## src/rtl/dff_bank_ctrl.sv

```systemverilog
// dff_bank_ctrl: arbitrates two requesters onto a D flip-flop bank (load, preset, clear).
// Ports: clk; CLR async active-low reset; req[1:0]; cmd0/cmd1 (00 NOP, 01 LOAD, 10 PRESET, 11 CLEAR);
//        data0/data1; ack[1:0] completion pulse; busy; gnt_id; ff_D/ff_en/ff_PRE/ff_CLR bank controls.
// Build option: ROUND_ROBIN_EN selects round-robin arbitration instead of fixed priority (requester 0 wins).
`timescale 1ns/1ps
module dff_bank_ctrl #(
    parameter int WIDTH     = 8,
    parameter int PULSE_CYC = 2
) (
    input  logic             clk,
    input  logic             CLR,
    input  logic [1:0]       req,
    input  logic [1:0]       cmd0,
    input  logic [1:0]       cmd1,
    input  logic [WIDTH-1:0] data0,
    input  logic [WIDTH-1:0] data1,
    output logic [1:0]       ack,
    output logic             busy,
    output logic             gnt_id,
    output logic [WIDTH-1:0] ff_D,
    output logic             ff_en,
    output logic             ff_PRE,
    output logic             ff_CLR
);
    localparam logic [1:0] S_IDLE = 2'd0, S_LOAD = 2'd1, S_PULSE = 2'd2, S_ACK = 2'd3;
    localparam logic [1:0] C_NOP = 2'd0, C_LOAD = 2'd1, C_PRE = 2'd2, C_CLR = 2'd3;
    localparam logic [3:0] PC = (PULSE_CYC < 1 || PULSE_CYC > 15) ? 4'd1 : 4'(PULSE_CYC);
    logic [1:0]       state_q, state_d, cmd_q, cmd_d, ack_q;
    logic             gnt_q, gnt_d, busy_q, en_q, pre_q, clr_q, pick;
    logic [3:0]       cnt_q, cnt_d;
    logic [WIDTH-1:0] data_q, data_d, ff_d_q;
`ifdef ROUND_ROBIN_EN
    logic ptr_q;
    assign pick = ptr_q;
    always_ff @(posedge clk or negedge CLR)
        if (!CLR) ptr_q <= 1'b0;
        else if (state_q == S_ACK) ptr_q <= ~gnt_q;
`else
    assign pick = 1'b0;
`endif
    always_comb begin
        state_d = state_q;
        gnt_d   = gnt_q;
        cmd_d   = cmd_q;
        data_d  = data_q;
        cnt_d   = cnt_q;
        case (state_q)
            S_IDLE: if (|req) begin
                gnt_d   = (req == 2'b11) ? pick : req[1];
                cmd_d   = gnt_d ? cmd1 : cmd0;
                data_d  = gnt_d ? data1 : data0;
                cnt_d   = PC - 4'd1;
                state_d = (cmd_d == C_LOAD) ? S_LOAD : (cmd_d == C_NOP) ? S_ACK : S_PULSE;
            end
            S_LOAD: state_d = S_ACK;
            S_PULSE: begin
                cnt_d   = (cnt_q == 4'd0) ? cnt_q : cnt_q - 4'd1;
                state_d = (cnt_q == 4'd0) ? S_ACK : S_PULSE;
            end
            default: state_d = S_IDLE;
        endcase
    end
    // Outputs are registered from the next state so each strobe lines up with the state it belongs to.
    always_ff @(posedge clk or negedge CLR)
        if (!CLR) begin
            state_q <= S_IDLE;
            gnt_q   <= 1'b0;
            cmd_q   <= C_NOP;
            data_q  <= '0;
            cnt_q   <= '0;
            busy_q  <= 1'b0;
            ack_q   <= 2'b00;
            en_q    <= 1'b0;
            pre_q   <= 1'b0;
            clr_q   <= 1'b0;
            ff_d_q  <= '0;
        end else begin
            state_q <= state_d;
            gnt_q   <= gnt_d;
            cmd_q   <= cmd_d;
            data_q  <= data_d;
            cnt_q   <= cnt_d;
            busy_q  <= state_d != S_IDLE;
            ack_q   <= (state_d == S_ACK) ? {gnt_d, ~gnt_d} : 2'b00;
            en_q    <= state_d == S_LOAD;
            pre_q   <= state_d == S_PULSE && cmd_d == C_PRE;
            clr_q   <= state_d == S_PULSE && cmd_d == C_CLR;
            if (state_d == S_LOAD) ff_d_q <= data_d;
        end
    assign ack    = ack_q;
    assign busy   = busy_q;
    assign gnt_id = gnt_q;
    assign ff_D   = ff_d_q;
    assign ff_en  = en_q;
    assign ff_PRE = pre_q;
    assign ff_CLR = clr_q;
endmodule

```

## config.mk

```make
export PLATFORM = sky130hd
export DESIGN_NAME = dff_bank_ctrl
export DESIGN_NICKNAME = d
export VERILOG_FILES = /design/src/rtl/dff_bank_ctrl.sv
export SDC_FILE = /design/constraint.sdc
export NUM_CORES = 1
export LEC_CHECK = 0
export BUFFER_PORTS_ARGS = -buffer_cell sky130_fd_sc_hd__buf_2
export CAP_MARGIN = 20
export CORE_MARGIN = 4
export CORE_UTILIZATION = 55
export DETAILED_ROUTE_END_ITERATION = 10
export GPL_ROUTABILITY_DRIVEN = 0
export GPL_TIMING_DRIVEN = 0
export PLACE_DENSITY = 0.87
export SKIP_LAST_GASP = 1
export SYNTH_ARGS = -nofsm -noshare
export SYNTH_HDL_FRONTEND = slang
export SYNTH_SLANG_ARGS = --single-unit
```

## constraint.sdc

```tcl
create_clock -name clk -period 2.8 [get_ports clk]
set_input_delay 0.14 -clock clk [delete_from_list [all_inputs] [get_ports clk]]
set_output_delay 0.14 -clock clk [all_outputs]
set_load 0.02 [all_outputs]
```

# Word level (Yosys, flattened, before mapping)
# Index checks and enable logic that the tools add are counted.
# totals
ff_bits,31
word_cells,51
# op_classes
addsub,1
n_eq_ne,11
muxes,18
n_bitwise,1
n_reduce_logical,9
# ops
cell,n
2-to-1 mux 8 bit,3
"equality test 2 bit, second input constant",6
2-to-1 mux 2 bit,6
2-to-1 mux 4 bit,2
case mux 4 bit (2 select lines),1
"equality test 2 x 1 -> 1 bit, second input constant",3
case mux 2 bit (3 select lines),1
2-to-1 mux 1 bit,5
logical NOT 2 bit,2
logical NOT 4 bit,1
"!= test 2 bit, second input constant",2
nonzero test 2 bit,2
"subtractor 4 x 1 -> 4 bit, second input constant",1
AND reduction 3 bit,1
logical AND 1 bit,2
OR reduction 2 bit,1
NOT 1 bit,1

# Logic depth before layout (Yosys ltp)
# depth
ltp_word,10
mapped_depth,8
ltp_nobuf,7

# Least setup slack after synthesis
# OpenSTA, ideal clock, no wires.
# synth_timing
path_type,register -> register
startpoint,register state_q[0]
endpoint,"register ff_d_q[0], in the netlist ff_D[0]"
setup_time_ns,0.125
arrival_ns,1.837
t_required_ns,2.675
slack_ns,0.838
stages_incl_launch_ff,8
path_buffers,0
synth_period_minus_slack_ns,1.962
cell_sequence,dfrtp_1 -> inv_1 -> ha_1 -> and4bb_1 -> a311oi_2 -> a21oi_4 -> nand3_4 -> mux2_2
# synth_via
elab_chain_len,3
# synth_rtl
element,line,rtl
from (decl),28,"logic [1:0] state_q, state_d, cmd_q, cmd_d, ack_q;"
from (signal assigned),78,state_q <= state_d;
equality test 2 bit (tied with other cells),47,case (state_q)
case mux 2 bit (3 select lines) *,47,
via state_d[0],28,
equality test 2 x 1 -> 1 bit *,88,if (state_d == S_LOAD) ff_d_q <= data_d;
to (signal assigned),88,
to (decl),31,"logic [WIDTH-1:0] data_q, data_d, ff_d_q;"
# Mark *: on every way through the listed nets, which the timed path passes. The rest lies on a longest branch.
# A chain may end at the register's enable or synchronous reset.

# Worst setup path after layout
# layout_timing
startpoint,register state_q[0]
endpoint,"register ff_d_q[4], in the netlist ff_D[4]"
# The elaborated chain is that of the path after synthesis.

==> metrics <==
Lkg Pwr slightly below 0.9 nW; FMAX 453 MHz; core area roughly 2500 sq um; mux cell area share after synthesis 7.18%; # DRC 0; count of flip-flops with a built-in enable after synthesis 0; Max-Cap Viols 0; clock network fraction of design power between 15 and 20%; Tcrit/Tclk final 78.8%; worst-path cell chain inv_1 > ha_1 > and4bb_1 > a311oi_2 > a21oi_4 > nand3_4 > mux2_2; IO Count 39; n_diodes 0; main combinational cell family by area after synthesis compound AO/OA/AOI/OAI gates; Arrival @ worst endpoint roughly 2400 ps; vias per cell 5.46; Reg clk slew, reported paths ~110 ps; RSZ-0062 raised after global routing false; antenna violations before repair 0; Final Hold Viols 0; Reg power frac between 30% and 40%; FILL cells 180; synthesized net count 146; number of global-route vias before repair 1077; Async SR Flop Fraction 100%; post-detail-place hpwl roughly 2 mm; Synth Area in Compound Gates between 10% and 20%; Tmin final around 2200 ps; commonest cells after routing, fill and taps aside buf_2 (39), dfrtp_1 (31), a22o_1 (18), inv_1 (9), mux2_2 (8); Combinational Power Share ~46%; Yosys reg bits 31; Area Overhead vs Synth 22.6%; commonest non-fill, non-tap cell in the layout buf_2; Cells after Synth 117; top cells by area, synth dfrtp_1 (55%), a22o_1 (11%), mux2_2 (6.4%); Sink Count 31; # Post-CTS Setup Buffers 0; CP endpoint kind flip-flop; xor/xnor share of the synthesized area 0%; Die Height approximately 59 um; Site Rows 18; Synth Cell Area approximately 1400 sq um; global-route wire length before repair 4.89 mm; Mapped Avg Cell Area between 10 and 15 sq um; Final ANT Viol Nets 0; pre-CTS WS 645 ps; post-CTS sizing 0; top_reg_cell synth dfrtp_1; Yosys cell types 30; top cell type's share of synthesized area between 50% and 60%; I/O Buffers 37; Post-Synth Simple-Gate Area 10.3%; layout cells sized above 1 roughly 36%; Final Setup Violations 0; hold crit path type in -> reg; H-tree depth 2; CTS Buffer Depth 2; DR iter-0 viols 40; required time of the worst setup path between 3000 and 4000 ps; die area about 3400 sq um; Routed Wire Length approximately 2.9 mm; Setup Skew around 12 ps; CTS tree done; area leader, netlist dfrtp_1; Skew-Pair Late Insertion Delay ~340 ps; pwr dens 1190 nW/um^2; clock buffer count from CTS 5; Sw Pwr approximately 0.0008 W; Post-Route Setup TNS 0 ps; largest net degree at the start of global routing 32; drt wl/cell 14.8 um; final net count ~190; fin worst setup slack ~590 ps; root buf cell clkbuf_4; Max Slew Vio Count 0; Max VDD drop roughly 860 uV; status complete, no violations; measured slew at the worst slew-check pin around 670 ps; slowest cell on the critical path dfrtp_1; kind of critical path reg -> reg; synth warn 0; Startpoint Class flip-flop; global-route usage over all layers between 10% and 20%; Pint approximately 0.0013 W; total gr overflow 0; Initial Util 57.5%; crit-path max cell delay 430 ps; register area share after synthesis 55.0%; DIE WIDTH slightly below 60 um; DR pass1 iterations 4; adder-cell share of the synthesized area under 10%; switching portion of total power 38.7%; slew margin rel. 55.2%; DR vias roughly 1100; Post-CTS Hold Buffers 1; critical path fanouts, max 9
[path summary, 6_finish.rpt]
| kind | start | endpoint | slack [ps] | cells after the start |
|---|---|---|---|---|
| setup / recovery | state_q[0]$_DFF_PN0_ | ff_D[4]$_DFFE_PN0N_ | 590 | 7 |
| hold / removal | data1[7] | data_q[7]$_DFF_PN0_ | 160 | 3 |
| setup reg to reg | state_q[0]$_DFF_PN0_ | ff_D[4]$_DFFE_PN0N_ | 590 | 7 |
| hold reg to reg | cnt_q[3]$_DFFE_PN0P_ | cnt_q[3]$_DFFE_PN0P_ | 500 | 1 |
| max in group asynchronous | CLR | ack[0]$_DFF_PN0_ | 1990 | 2 |
| min in group asynchronous | CLR | cmd_q[1]$_DFF_PN0_ | 370 | 2 |
[final cells by class]
cell class | count | area [sq um] | area share (%)
plain buffers | 6 | 25.0 | 1.45
clock buffers | 6 | 51.3 | 2.96
clock inverters | 2 | 35.0 | 2.02
repair buffers | 38 | 195 | 11.3
inverters | 9 | 33.8 | 1.95
flip-flops and latches | 31 | 776 | 44.8
multi-input cells | 71 | 577 | 33.3
well taps | 30 | 37.5 | 2.17
[critical path: cells and delay by family, from the launching register on]
| family | cells | cell delay (ps) |
|---|---|---|
| simple gates | 2 | 410 |
| buf+inv | 1 | 80 |
| fa+ha+maj | 1 | 260 |
| flops | 1 | 430 |
| compound gates | 2 | 540 |
| mux | 1 | 360 |
[synthesized netlist by cell type, drive strengths merged (3+ instances only)]
master   n
clkbuf   4
o21ai    4
mux2     9
ha       5
inv      9
nand2b   3
dfrtp   31
nand2    6
nor2     4
a21oi    5
a22o    18
[state kept, by name, summed over array words and instances, names as in the netlist]
name and flops:
ff_PRE 1, gnt_id 1, cmd_q 2, state_q 2
busy 1, data_q 8, ff_D 8, ack 2
cnt_q 4, ff_CLR 1, ff_en 1
[routing by layer]
layer | share of wire (%) | routed length [um] | GRT usage, %
met1 | 43 | 1230 | 22.8
met2 | 47 | 1340 | 31.1
met3 | 9.1 | 260 | 8.11
met4 | 1.2 | 33 | 7.44
met5 | 0 | 0 | 0
[through the flow]
step | utilization, % | hold WS, ps | instance area [sq um] | total power (W) | std cells
6_report | 70.5 | 159 | 1730 | 0.00205 | 193
5_1_grt | 70.5 | 162 | 1730 | 0.00221 | 193
4_1_cts | 70.5 | 144 | 1730 | 0.00207 | 193
3_5_place_dp | 66.6 | 225 | 1630 | 0.00170 | 184
3_3_place_gp | 66.6 | 204 | 1630 | 0.00165 | 184
2_1_floorplan | - | -156 | 1410 | 0.00143 | 117
[power by group through the flow]
stage               Sequential, W  Clock, W  Combinational (W)
floorplan                0.000863         0           0.000569
global placement         0.000744         0           0.000907
detailed placement       0.000752         0           0.000943
CTS                      0.000746  0.000375           0.000947
global route             0.000769  0.000398            0.00105
finish                   0.000746  0.000366           0.000941
[cell families after synthesis]
family,count (synthesis)
fa+ha+maj,5
simple gates,24
mux,9
flops,31
buf+inv,15
compound gates,33
Note: power is estimated with default switching activity, not from simulation.
